**config.mk**
```make
export PLATFORM = sky130hd
export DESIGN_NAME = pipe_hazard_ctrl_flat
export DESIGN_NICKNAME = d
export VERILOG_FILES = /design/src/rtl/pipe_hazard_ctrl_if.sv /design/src/rtl/pipe_hazard_ctrl.sv /design/src/flat_wrapper.sv
export SDC_FILE = /design/constraint.sdc
export NUM_CORES = 1
export LEC_CHECK = 0
export BUFFER_PORTS_ARGS = -buffer_cell sky130_fd_sc_hd__buf_2
export CELL_PAD_IN_SITES_DETAIL_PLACEMENT = 0
export CELL_PAD_IN_SITES_GLOBAL_PLACEMENT = 2
export CORE_ASPECT_RATIO = 1.2
export CORE_MARGIN = 4
export CORE_UTILIZATION = 30
export CTS_CLUSTER_SIZE = 16
export DETAILED_ROUTE_END_ITERATION = 10
export PLACE_DENSITY_LB_ADDON = 0.15
export SLEW_MARGIN = 20
export SYNTH_ARGS = -nofsm -noshare
export SYNTH_HDL_FRONTEND = slang
export SYNTH_SLANG_ARGS = --single-unit
export TNS_END_PERCENT = 20
```
**constraint.sdc**
```tcl
create_clock -name clk -period 3.09 [get_ports clk]
set_input_delay 0.927 -clock clk [delete_from_list [all_inputs] [get_ports clk]]
set_output_delay 0.927 -clock clk [all_outputs]
set_load 0.01 [all_outputs]
```
**src/rtl/pipe_hazard_ctrl_if.sv**
```systemverilog
`default_nettype none
// ============================================================================
//  Module      : pipe_hazard_ctrl_if
//  Description : Hazard-source inputs and stall/flush controls of the
//                pipeline hazard sequencer, bundled as one interface.
//  Revision    : 1.0  initial release
// ============================================================================
interface pipe_hazard_ctrl_if #(
    parameter int CNT_W = 16
);
    // Hazard sources from ID / EX / MEM
    logic [3:0]       id_p0_addr;
    logic [3:0]       id_p1_addr;
    logic             id_p0_used;
    logic             id_p1_used;
    logic             ex_mem_re;
    logic             ex_we;
    logic [3:0]       ex_dst_addr;
    logic             ex_mispredict;
    logic             ex_send;
    logic             send_full;
    logic             mem_req;
    logic             mem_rdy;

    // Per-stage controls and status
    logic             pc_hold;
    logic             stall_if_id;
    logic             flush_if_id;
    logic             stall_id_ex;
    logic             flush_id_ex;
    logic             stall_ex_mem;
    logic             stall_mem_wb;
    logic             mem_err;
    logic [CNT_W-1:0] stall_cycles;

    // Pipeline side: drives hazard sources, receives controls
    modport master (
        output id_p0_addr, id_p1_addr, id_p0_used, id_p1_used,
               ex_mem_re, ex_we, ex_dst_addr, ex_mispredict,
               ex_send, send_full, mem_req, mem_rdy,
        input  pc_hold, stall_if_id, flush_if_id, stall_id_ex,
               flush_id_ex, stall_ex_mem, stall_mem_wb,
               mem_err, stall_cycles
    );

    // Sequencer side: receives hazard sources, drives controls
    modport slave (
        input  id_p0_addr, id_p1_addr, id_p0_used, id_p1_used,
               ex_mem_re, ex_we, ex_dst_addr, ex_mispredict,
               ex_send, send_full, mem_req, mem_rdy,
        output pc_hold, stall_if_id, flush_if_id, stall_id_ex,
               flush_id_ex, stall_ex_mem, stall_mem_wb,
               mem_err, stall_cycles
    );
endinterface
`default_nettype wire

```
**src/rtl/pipe_hazard_ctrl.sv**
```systemverilog
`default_nettype none
// ============================================================================
//  Module      : pipe_hazard_ctrl
//  Description : Central stall/flush sequencer for the 5-stage pipeline.
//                Prioritises watchdog halt, memory wait, SPART send wait,
//                branch mispredict and load-use into per-stage controls.
//  Revision    : 1.0  initial release
// ============================================================================
module pipe_hazard_ctrl #(
    parameter int MEM_TIMEOUT = 64,   // legal 2..255
    parameter int CNT_W       = 16
) (
    input  wire logic           clk,
    input  wire logic           rst,
    pipe_hazard_ctrl_if.slave   bus
);

    typedef enum logic [1:0] {
        S_RUN      = 2'd0,
        S_MEM_WAIT = 2'd1,
        S_HALT     = 2'd2
    } state_t;

    localparam logic [7:0] c_WDOG_LAST = 8'(MEM_TIMEOUT - 1);

    state_t           r_state;
    state_t           w_state_nxt;
    logic [7:0]       r_wdog;
    logic [7:0]       w_wdog_nxt;
    logic             r_mem_err;
    logic             w_mem_err_nxt;
    logic [CNT_W-1:0] r_stall_cnt;

    logic             w_memw;
    logic             w_sendw;
    logic             w_lu;
    logic             w_p0_match;
    logic             w_p1_match;

    logic             w_pc_hold;
    logic             w_stall_if_id;
    logic             w_flush_if_id;
    logic             w_stall_id_ex;
    logic             w_flush_id_ex;
    logic             w_stall_ex_mem;
    logic             w_stall_mem_wb;

    // Hazard detection terms; R0 is deliberately not special-cased
    always_comb begin
        w_p0_match = bus.id_p0_used && (bus.id_p0_addr == bus.ex_dst_addr);
        w_p1_match = bus.id_p1_used && (bus.id_p1_addr == bus.ex_dst_addr);
        w_lu       = bus.ex_mem_re && bus.ex_we && (w_p0_match || w_p1_match);
        w_sendw    = bus.ex_send && bus.send_full;
        w_memw     = ((r_state == S_RUN) && bus.mem_req && !bus.mem_rdy) ||
                     ((r_state == S_MEM_WAIT) && !bus.mem_rdy);
    end

    // State, watchdog and sticky error registers
    always_ff @(posedge clk or posedge rst) begin
        if (rst) begin
            r_state   <= S_RUN;
            r_wdog    <= 8'd0;
            r_mem_err <= 1'b0;
        end else begin
            r_state   <= w_state_nxt;
            r_wdog    <= w_wdog_nxt;
            r_mem_err <= w_mem_err_nxt;
        end
    end

    // Next-state: enter wait on an unfinished access, halt when watchdog expires
    always_comb begin
        w_state_nxt   = r_state;
        w_wdog_nxt    = r_wdog;
        w_mem_err_nxt = r_mem_err;
        case (r_state)
            S_RUN: begin
                if (bus.mem_req && !bus.mem_rdy) begin
                    w_state_nxt = S_MEM_WAIT;
                    w_wdog_nxt  = 8'd1;
                end
            end
            S_MEM_WAIT: begin
                if (bus.mem_rdy) begin
                    w_state_nxt = S_RUN;
                    w_wdog_nxt  = 8'd0;
                end else if (r_wdog == c_WDOG_LAST) begin
                    w_state_nxt   = S_HALT;
                    w_mem_err_nxt = 1'b1;
                end else begin
                    w_wdog_nxt = r_wdog + 8'd1;
                end
            end
            S_HALT: begin
                w_mem_err_nxt = 1'b1;
            end
            default: begin
                w_state_nxt = S_RUN;
                w_wdog_nxt  = 8'd0;
            end
        endcase
    end

    // Priority encode the hazards into stage controls; reset forces all low
    always_comb begin
        w_pc_hold      = 1'b0;
        w_stall_if_id  = 1'b0;
        w_flush_if_id  = 1'b0;
        w_stall_id_ex  = 1'b0;
        w_flush_id_ex  = 1'b0;
        w_stall_ex_mem = 1'b0;
        w_stall_mem_wb = 1'b0;
        if (rst) begin
            w_pc_hold = 1'b0;
        end else if ((r_state == S_HALT) || w_memw) begin
            // Whole pipeline frozen, MEM/WB fed a bubble
            w_pc_hold      = 1'b1;
            w_stall_if_id  = 1'b1;
            w_stall_id_ex  = 1'b1;
            w_stall_ex_mem = 1'b1;
            w_stall_mem_wb = 1'b1;
        end else if (w_sendw) begin
            // Send sits in ID/EX; EX/MEM keeps draining, mispredict deferred
            w_pc_hold     = 1'b1;
            w_stall_if_id = 1'b1;
            w_stall_id_ex = 1'b1;
        end else if (bus.ex_mispredict) begin
            // PC takes redirect; wrong-path IF and ID contents dropped
            w_flush_if_id = 1'b1;
            w_flush_id_ex = 1'b1;
        end else if (w_lu) begin
            // Hold the consumer one cycle and insert a single bubble
            w_pc_hold     = 1'b1;
            w_stall_if_id = 1'b1;
            w_flush_id_ex = 1'b1;
        end
    end

    // Saturating count of cycles in which the PC was held
    always_ff @(posedge clk or posedge rst) begin
        if (rst) begin
            r_stall_cnt <= '0;
        end else if (w_pc_hold && (r_stall_cnt != {CNT_W{1'b1}})) begin
            r_stall_cnt <= r_stall_cnt + 1'b1;
        end
    end

    assign bus.pc_hold      = w_pc_hold;
    assign bus.stall_if_id  = w_stall_if_id;
    assign bus.flush_if_id  = w_flush_if_id;
    assign bus.stall_id_ex  = w_stall_id_ex;
    assign bus.flush_id_ex  = w_flush_id_ex;
    assign bus.stall_ex_mem = w_stall_ex_mem;
    assign bus.stall_mem_wb = w_stall_mem_wb;
    assign bus.mem_err      = r_mem_err;
    assign bus.stall_cycles = r_stall_cnt;

endmodule
`default_nettype wire

```
**src/flat_wrapper.sv**
```systemverilog
// flat-port wrapper written by rule: the top's interface ports become plain ports
module pipe_hazard_ctrl_flat 
#(
    parameter int MEM_TIMEOUT = 64,                  
    parameter int CNT_W       = 16
)
  (clk, rst, bus_id_p0_addr, bus_id_p1_addr, bus_id_p0_used, bus_id_p1_used, bus_ex_mem_re, bus_ex_we, bus_ex_dst_addr, bus_ex_mispredict, bus_ex_send, bus_send_full, bus_mem_req, bus_mem_rdy, bus_pc_hold, bus_stall_if_id, bus_flush_if_id, bus_stall_id_ex, bus_flush_id_ex, bus_stall_ex_mem, bus_stall_mem_wb, bus_mem_err, bus_stall_cycles);
  pipe_hazard_ctrl_if #(.CNT_W(CNT_W)) bus_i ();
  input  wire logic clk;
  input  wire logic rst;
  input wire logic [$bits(bus_i.id_p0_addr)-1:0] bus_id_p0_addr;
  input wire logic [$bits(bus_i.id_p1_addr)-1:0] bus_id_p1_addr;
  input wire logic [$bits(bus_i.id_p0_used)-1:0] bus_id_p0_used;
  input wire logic [$bits(bus_i.id_p1_used)-1:0] bus_id_p1_used;
  input wire logic [$bits(bus_i.ex_mem_re)-1:0] bus_ex_mem_re;
  input wire logic [$bits(bus_i.ex_we)-1:0] bus_ex_we;
  input wire logic [$bits(bus_i.ex_dst_addr)-1:0] bus_ex_dst_addr;
  input wire logic [$bits(bus_i.ex_mispredict)-1:0] bus_ex_mispredict;
  input wire logic [$bits(bus_i.ex_send)-1:0] bus_ex_send;
  input wire logic [$bits(bus_i.send_full)-1:0] bus_send_full;
  input wire logic [$bits(bus_i.mem_req)-1:0] bus_mem_req;
  input wire logic [$bits(bus_i.mem_rdy)-1:0] bus_mem_rdy;
  output wire logic [$bits(bus_i.pc_hold)-1:0] bus_pc_hold;
  output wire logic [$bits(bus_i.stall_if_id)-1:0] bus_stall_if_id;
  output wire logic [$bits(bus_i.flush_if_id)-1:0] bus_flush_if_id;
  output wire logic [$bits(bus_i.stall_id_ex)-1:0] bus_stall_id_ex;
  output wire logic [$bits(bus_i.flush_id_ex)-1:0] bus_flush_id_ex;
  output wire logic [$bits(bus_i.stall_ex_mem)-1:0] bus_stall_ex_mem;
  output wire logic [$bits(bus_i.stall_mem_wb)-1:0] bus_stall_mem_wb;
  output wire logic [$bits(bus_i.mem_err)-1:0] bus_mem_err;
  output wire logic [$bits(bus_i.stall_cycles)-1:0] bus_stall_cycles;
  assign bus_i.id_p0_addr = bus_id_p0_addr;
  assign bus_i.id_p1_addr = bus_id_p1_addr;
  assign bus_i.id_p0_used = bus_id_p0_used;
  assign bus_i.id_p1_used = bus_id_p1_used;
  assign bus_i.ex_mem_re = bus_ex_mem_re;
  assign bus_i.ex_we = bus_ex_we;
  assign bus_i.ex_dst_addr = bus_ex_dst_addr;
  assign bus_i.ex_mispredict = bus_ex_mispredict;
  assign bus_i.ex_send = bus_ex_send;
  assign bus_i.send_full = bus_send_full;
  assign bus_i.mem_req = bus_mem_req;
  assign bus_i.mem_rdy = bus_mem_rdy;
  assign bus_pc_hold = bus_i.pc_hold;
  assign bus_stall_if_id = bus_i.stall_if_id;
  assign bus_flush_if_id = bus_i.flush_if_id;
  assign bus_stall_id_ex = bus_i.stall_id_ex;
  assign bus_flush_id_ex = bus_i.flush_id_ex;
  assign bus_stall_ex_mem = bus_i.stall_ex_mem;
  assign bus_stall_mem_wb = bus_i.stall_mem_wb;
  assign bus_mem_err = bus_i.mem_err;
  assign bus_stall_cycles = bus_i.stall_cycles;
  pipe_hazard_ctrl #(.MEM_TIMEOUT(MEM_TIMEOUT), .CNT_W(CNT_W)) u_core (.clk(clk), .rst(rst), .bus(bus_i));
endmodule
```
**After elaboration in Yosys (flattened, before gate mapping)**

Cells that the tools add are included.

- Word-level logic and storage cells: 66
- Flip-flop bits (word level): 27
- Bits of input ports: 23
- Output and inout port bits: 24

- Add/sub/neg operators: 2
- Bitwise operators: 1
- Muxes and demuxes: 29
- Reduce and logical (&&, ||, !) cells: 19
- Equality and inequality tests: 11

Operators with widths:

| kind | number |
|---|---|
| $mux W8 | 3 |
| $pmux W8 S3 | 1 |
| $mux W1 | 20 |
| $add A16 B1 Y16 const B | 1 |
| $ne A16 B16 Y1 const B | 1 |
| $logic_and A1 B1 Y1 | 10 |
| $reduce_and A3 Y1 | 3 |
| $add A8 B1 Y8 const B | 1 |
| $eq A4 B4 Y1 | 2 |
| $eq A8 B6 Y1 const B | 1 |
| $mux W2 | 3 |
| $ne A2 B2 Y1 const B | 3 |
| $ne A3 B3 Y1 const B | 2 |
| $pmux W2 S3 | 1 |
| $logic_or A1 B1 Y1 | 3 |
| $eq A2 B1 Y1 const B | 1 |
| $eq A2 B2 Y1 const B | 1 |
| $logic_not A2 Y1 | 1 |
| $pmux W1 S2 | 1 |
| $reduce_bool A2 Y1 | 1 |
| $logic_not A1 Y1 | 1 |
| $not A1 Y1 | 1 |

**Depth between registers and ports, before layout**

Gate-level depths: netlist of run 1.

- Depth in word-level cells: 10
- Gate-level depth with buffers: 8
- Depth with buffers taken out: 7

**Worst setup path after synthesis of run 1**

No wires, ideal clock.

- Path kind: input to output
- Start point: input bus_ex_dst_addr[3]
- End point: output bus_stall_if_id
- Path buffers: 2
- Stages: 7
- Arrival time: 2.036 ns
- Path slack: 0.127 ns
- Cells stage by stage: xnor2_1 > nand3_1 > o22ai_1 > a21oi_2 > buf_2 > nor2_1 > buf_4

- Cells in the longest elaborated chain, start to end: 9
- Elaborated cells between the ends (all ways): 11

RTL lines:

| item | line | RTL |
|---|---|---|
| from (decl) | flat_wrapper.sv:17 | `input wire logic [$bits(bus_i.ex_dst_addr)-1:0] bus_ex_dst_addr;` |
| $eq A4 B4 Y1, on equally long branches | pipe_hazard_ctrl.sv:50, pipe_hazard_ctrl.sv:51 |  |
| $logic_and A1 B1 Y1, on equally long branches | pipe_hazard_ctrl.sv:50, pipe_hazard_ctrl.sv:51 |  |
| $logic_or A1 B1 Y1 (*) | pipe_hazard_ctrl.sv:52 | `w_lu = bus.ex_mem_re && bus.ex_we && (w_p0_match \|\| w_p1_match);` |
| $logic_and A1 B1 Y1 (*) | pipe_hazard_ctrl.sv:52 |  |
| $mux W1 (*) (5 in series) | - |  |
| to (decl) | flat_wrapper.sv:24 | `output wire logic [$bits(bus_i.stall_if_id)-1:0] bus_stall_if_id;` |

Mark *: on every way between the ends. The rest lies on a longest branch, timed or not.

**Worst setup path after layout of run 1**

- Start point: input bus_ex_dst_addr[3]
- End point: output bus_flush_id_ex

- Cells in the longest elaborated chain, start to end: 9
- Elaborated cells between the ends (all ways): 11

RTL lines:

| item | line | RTL |
|---|---|---|
| $eq A4 B4 Y1, on equally long branches | pipe_hazard_ctrl.sv:50, pipe_hazard_ctrl.sv:51 |  |
| $logic_and A1 B1 Y1, on equally long branches | pipe_hazard_ctrl.sv:50, pipe_hazard_ctrl.sv:51 |  |
| $logic_or A1 B1 Y1 (*) | pipe_hazard_ctrl.sv:52 |  |
| $logic_and A1 B1 Y1 (*) | pipe_hazard_ctrl.sv:52 |  |
| $mux W1 (*) | pipe_hazard_ctrl.sv:131 | `end else if (w_lu) begin` |
| $mux W1 (*) | pipe_hazard_ctrl.sv:127 | `end else if (bus.ex_mispredict) begin` |
| $mux W1 (*) | pipe_hazard_ctrl.sv:122 | `end else if (w_sendw) begin` |
| $mux W1 (*) | pipe_hazard_ctrl.sv:115 | `end else if ((r_state == S_HALT) \|\| w_memw) begin` |
| $mux W1 (*) | pipe_hazard_ctrl.sv:113 | `if (rst) begin` |
| to (decl) | flat_wrapper.sv:27 | `output wire logic [$bits(bus_i.flush_id_ex)-1:0] bus_flush_id_ex;` |

Marked as above.

==> metrics.md, run 1 <==
| Metric | Value |
|---|---|
| Outcome | complete, no violations |
| Crit end category | output pin |
| RSZ-0062 raised after global routing | false |
| Clock skew | just under 0.007 ns |
| Post CTS Setup Buffer Count | 0 |
| P_sw | between 0.3 and 0.4 mW |
| Tcrit/Tclk final | between 90% and 100% |
| Post-synthesis xor/xnor area fraction | 12.9% |
| Final-report hold violation count | 0 |
| 1st-pass router iterations | 4 |
| Number of library cell types mapped by synthesis | 37 |
| Post-Place Cells | about 280 |
| Routed Antenna Nets | 0 |
| Crit path DAT | a little under 2 ns |
| Critical Path RT | around 2.2 ns |
| Worst path cell trace | buf_2 > xnor2_1 > nand3_1 > o22ai_2 > a31oi_1 > nor3_1 > buf_2 |
| Commonest non-fill, non-tap cells in the layout | buf_2 (46), dfrtp_1 (27), nand2_1 (23) |
| First-pass GRT wire length | roughly 6 mm |
| Nets | roughly 250 |
| Complex-gate fraction of the synthesized area | roughly 9% |
| Mux cell area share after synthesis | roughly 2.2% |
| Vias/cell | 4.96 |
| Ant diodes | 0 |
| Max Freq | around 0.35 GHz |
| Most common cell after layout, fill and taps aside | buf_2 |
| Share of layout cells above drive strength 1 | between 20% and 30% |
| Synth Area in Adders | between 1.5 and 2% |
| CTS tree | yes |
| Met1 Use GR | around 16% |
| Fin. max-slew vios | 0 |
| Register clock-pin slew on the reported worst setup and hold paths | 0.09 ns |
| Clock power frac | 22.5% |
| Largest net degree at the start of global routing | 21 |
| Final worst slack | 0.219 ns |
| DRC errors left | 0 |
| Hold/Removal Path Class | flop to flop |
| Die height | 87.1 um |
| Routability Congestion | slightly below 0.8 |
| Cell mode on critical path | buf_2 |
| GRT overflow | 0 |
| Pint | 0.604 mW |
| Initial core utilization | 31.2% |
| Clk Latency, worst-skew pair | between 0.2 and 0.3 ns |
| Final setup viols | 0 |
| FF+latch count, synth | 27 |
| Syn Std Cell Area | ~1600 um^2 |
| Buffers & Inverters on Critical Path | 2 |
| Core area | 5010 um^2 |
| Post-DP HPWL | 2.88 mm |
| GR Util met3 | around 2.8% |
| Max_cap viols | 0 |
| All-layer global routing usage | a little under an eighth |
| Top delay family on crit path | compound AO/OA/AOI/OAI gates |
| Fin crit period | 2.87 ns |
| Seq/Total Area, Yosys | between 40% and 50% |
| Tot Pwr | between 0.9 and 1 mW |
| Vias in the first global route | roughly 1.3k |
| Die Area | roughly 6400 um^2 |
| H-Tree Depth | 1 |
| Clock root buffer | clkbuf_8 |
| Synth Net Count | 199 |
| Wirelength per Cell | approximately 13 um |
| Startpoint type of the worst setup path | primary input |
| Clk sinks | 27 |
| Initial drt markers | 67 |
| Largest family of logic cells by synthesized area | simple AND/OR/NAND/NOR gates |
| FP Rows | 28 |
| Buffers on Ports | 46 |
| # resized after CTS | 0 |
| Switching share of total power | about a third |
| WS Path Type | primary input to output pin |
| Slew margin rel. | 54.7% |
| Post-Synthesis Cells | about 170 |
| Share of total power in combinational logic | between 20% and 30% |
| Hold_buf cts | 0 |
| Crit path max fanout | 2 |
| Simple-Gate Fraction of Synth Area | 28.4% |
| Worst hold slack | ~0.48 ns |
| Initial antenna violation count | 0 |
| Leakage | roughly 0.90 nW |
| Top Usage Layer GRT | met2 |
| Non-Filler Instances | 280 |
| TritonCTS Buffers | 3 |
| Setup Total Neg Slack | 0 ns |
| Met2 Use GR | approximately 18% |
| Slew @ Worst Pin | 0.673 ns |
| Pre-CTS setup slack | around 0.15 ns |
| Mapped Avg Cell Area | about 9 um^2 |
| Number of I/O pins | 47 |
| DR vias | 1389 |
| PD cells | 485 nW/um^2 |
| Final wirelength | between 3 and 4 mm |
| Die Width | ~74 um |
| Maximum vdd drop | ~0.34 mV |
| Slowest stage cell, crit path | o22ai_2 |
| Sequential fraction of design power | 52.2% |
| Buffer depth of the longest clock path | 2 |
| Area growth syn-to-layout | 22.1% |
| Delay of the slowest critical-path stage | roughly 0.22 ns |
| YS warnings | 0 |
-- kinds of logic after synthesis --
group | after synthesis
simple gates | 85
flops | 27
compound gates | 24
xor+xnor | 23
buf+inv | 10
mux | 3
fa+ha+maj | 2
-- area by class of cell --
type	count	area [um^2]
clock buffers	3	41.3
flip-flops and latches	27	676
repair buffers	49	253
inverters	3	11.3
multi-input cells	137	848
fillers	517	3100
well taps	60	75.1
clock inverters	1	7.51
-- flip-flops by register name, indices dropped and copies added, names as in the netlist --
signal,count
u_core.r_state,2
u_core.bus.mem_err,1
u_core.bus.stall_cycles,16
u_core.r_wdog,8
-- synthesized netlist by cell type, drive strengths merged --
master | n | area [um^2]
nor3 | 7 | 40.0
nand2b | 2 | 12.5
and2 | 1 | 6.26
or3 | 2 | 12.5
nor2 | 15 | 58.8
nand4 | 5 | 37.5
dfrtp | 27 | 676
mux2 | 3 | 33.8
inv | 3 | 11.3
xor2 | 13 | 114
and3 | 1 | 7.51
o21ai | 11 | 55.1
a31oi | 2 | 12.5
xnor2 | 10 | 87.6
clkbuf | 3 | 11.3
nor4b | 2 | 17.5
a311o | 1 | 11.3
nand2 | 23 | 86.3
o22ai | 1 | 6.26
nand4b | 1 | 8.76
nor3b | 2 | 15.0
a41oi | 1 | 8.76
or4 | 2 | 18.8
a21oi | 8 | 43.8
nand3 | 12 | 60.1
ha | 2 | 25.0
nor4 | 8 | 50.1
buf | 4 | 25.0
or2 | 2 | 12.5
-- power by group through the flow --
stage	combinational [mW]	sequential (mW)	clock, mW
after floorplan	0.119	0.496	0
after global placement	0.232	0.485	0
after detailed placement	0.238	0.489	0
after CTS	0.239	0.482	0.219
after global routing	0.264	0.497	0.235
final	0.235	0.484	0.208
-- per-stage QoR --
step / instance area (um^2) / util [%]
after floorplan: 1570 / -
after global placement: 1860 / 37.1
after detailed placement: 1860 / 37.1
after CTS: 1910 / 38.0
after global routing: 1910 / 38.2
final: 1910 / 38.2
-- path summary, 6_finish.rpt --
path | from | endpoint | slack (ns) | cells after the start
worst max-delay path | bus_ex_dst_addr[3] | bus_flush_id_ex | 0.22 | 7
worst min-delay path | u_core.bus.mem_err | u_core.bus.mem_err | 0.48 | 1
worst max register to register | u_core.r_wdog[0] | u_core.r_wdog[5] | 1.06 | 6
worst min register to register | u_core.bus.mem_err | u_core.bus.mem_err | 0.48 | 1
max in group asynchronous | rst | u_core.r_wdog[0] | 1.70 | 3
min in group asynchronous | rst | u_core.bus.stall_cycles[9] | 0.75 | 2
-- metal layers --
layer | up-vias | wire length [um]
met5 | - | 0
met4 | 0 | 25
met3 | 2 | 228
met2 | 37 | 1640
met1 | 642 | 1870
li1 | 708 | -
Power figures use the tool's default switching activity.
==> run 2, diff against run 1 <==
- CORE_ASPECT_RATIO: 1.2 -> 0.6
==> metrics.md, run 2 (same netlist as run 1, synthesis figures left out) <==
| Metric | Value |
|---|---|
| Outcome | complete, no violations |
| Crit path DAT | between 1.5 and 2 ns |
| Post-route cell area | 1920 um^2 |
| TritonCTS Buffers | 3 |
| Initial antenna violation count | 0 |
| DRC errors left | 0 |
| Maximum vdd drop | about 0.17 mV |
| FP Rows | 20 |
| Initial drt markers | 124 |
| Setup Total Neg Slack | 0 ns |
| 1st-pass router iterations | 4 |
| All-layer global routing usage | between 10% and 20% |
| Die Width | 101 um |
| Vias in the first global route | about 1.3k |
| Slew @ Worst Pin | between 0.6 and 0.7 ns |
| Crit path max fanout | 2 |
| Post CTS Setup Buffer Count | 0 |
| Final-report hold violation count | 0 |
| Initial core utilization | between 30% and 40% |
| Most common cell after layout, fill and taps aside | buf_2 |
| Tot Pwr | around 0.9 mW |
| Startpoint type of the worst setup path | primary input |
| Nets | 247 |
| First-pass GRT wire length | around 6.5 mm |
| Routed Antenna Nets | 0 |
| Leakage | around 0.9 nW |
| Clock root buffer | clkbuf_8 |
| Layout fillers | 540 |
| Crit end category | output pin |
| Reg2Reg Setup Slack | 0.98 ns |
| Final setup viols | 0 |
| WS Path Type | primary input to output pin |
| Buffer depth of the longest clock path | 2 |
| Critical Path RT | ~2.2 ns |
| Max Freq | between 0.3 and 0.4 GHz |
| Hold_buf cts | 0 |
| Share of layout cells above drive strength 1 | 29.4% |
| Final wirelength | between 3 and 4 mm |
| Flip-flop and latch area | between 600 and 700 um^2 |
| Clk sinks | 27 |
| Register clock-pin slew on the reported worst setup and hold paths | approximately 0.090 ns |
| Largest net degree at the start of global routing | 21 |
| Multi-input logic area | roughly 840 um^2 |
| Buffers on Ports | 46 |
| Slew margin rel. | about three fifths |
| Clock skew | between 0.008 and 0.009 ns |
| Max_cap viols | 0 |
| PD cells | just under 500 nW/um^2 |
| CTS tree | yes |
| Wirelength per Cell | between 10 and 15 um |
| # resized after CTS | 0 |
| RSZ-0062 raised after global routing | false |
| Ant diodes | 0 |
| Die height | roughly 64 um |
| Fin crit period | about 2.9 ns |
| GRT overflow | 0 |
| Commonest non-fill, non-tap cells in the layout | buf_2 (46), dfrtp_1 (27), nand2_1 (23) |
| H-Tree Depth | 1 |
| Vias/cell | ~4.9 |
| Fin. max-slew vios | 0 |
| Tcrit/Tclk final | a little over nine tenths |
| Clk Latency, worst-skew pair | approximately 0.27 ns |
| Largest register FFs | 16 |
| Number of I/O pins | 47 |
| Area growth syn-to-layout | 22.5% |
| DR vias | between 1k and 1.5k |
| Die Area | roughly 6500 um^2 |
| Placed instance area | 1870 um^2 |
| Routability Congestion | around 0.8 |
| Hold/Removal Path Class | flop to flop |
| Core area | 5050 um^2 |
| Post-DP HPWL | between 3 and 4 mm |
[run 2: cell type report]
cell class / instances / share of cell area [%]
clock buffer: 3 / 2.15
sequential: 27 / 35.2
tap: 66 / 4.31
clock inverter: 1 / 0.261
multi-input combinational: 137 / 43.9
timing repair buffer: 50 / 13.6
inverter: 3 / 0.587
[run 2: critical path, stage by stage]
cell and delay, ns:
buf_2 0.12, xnor2_1 0.18, nand3_1 0.09, o22ai_1 0.25, a31oi_1 0.12, nor3_1 0.14
buf_2 0.16
[run 2: final timing paths]
check,from,to,depth (start not counted)
worst min-delay path,u_core.bus.mem_err,u_core.bus.mem_err,1
max in group asynchronous,rst,u_core.r_state[0],3
worst max register to register,u_core.r_wdog[0],u_core.r_wdog[5],6
min in group asynchronous,rst,u_core.bus.stall_cycles[6],2
worst max-delay path,bus_ex_dst_addr[0],bus_flush_id_ex,7
worst min register to register,u_core.bus.mem_err,u_core.bus.mem_err,1
[run 2: where the power goes]
group / switching [mW] / internal, mW
clock network: 0.111 / 0.0904
registers: 0.0788 / 0.405
logic: 0.128 / 0.108
total: 0.319 / 0.604
[run 2: metal layers]
| layer | up-vias | global-route usage (%) | wire length [um] | share of wire (%) |
|---|---|---|---|---|
| li1 | 711 | - | - | - |
| met5 | - | 0 | 0 | 0 |
| met4 | 0 | 1.99 | 0 | 0 |
| met1 | 652 | 19.3 | 2050 | 53 |
| met3 | 0 | 3.27 | 220 | 5.7 |
| met2 | 42 | 18.2 | 1620 | 42 |
[run 2: metrics by stage]
step	instances	hold slack [ns]	setup slack, ns	util (%)
floorplan	174	0.466	0.127	-
global placement	283	0.470	0.215	37.0
detailed placement	283	0.459	0.164	37.0
CTS	287	0.489	0.161	37.9
global route	287	0.502	0.0407	37.9
finish	287	0.488	0.184	37.9
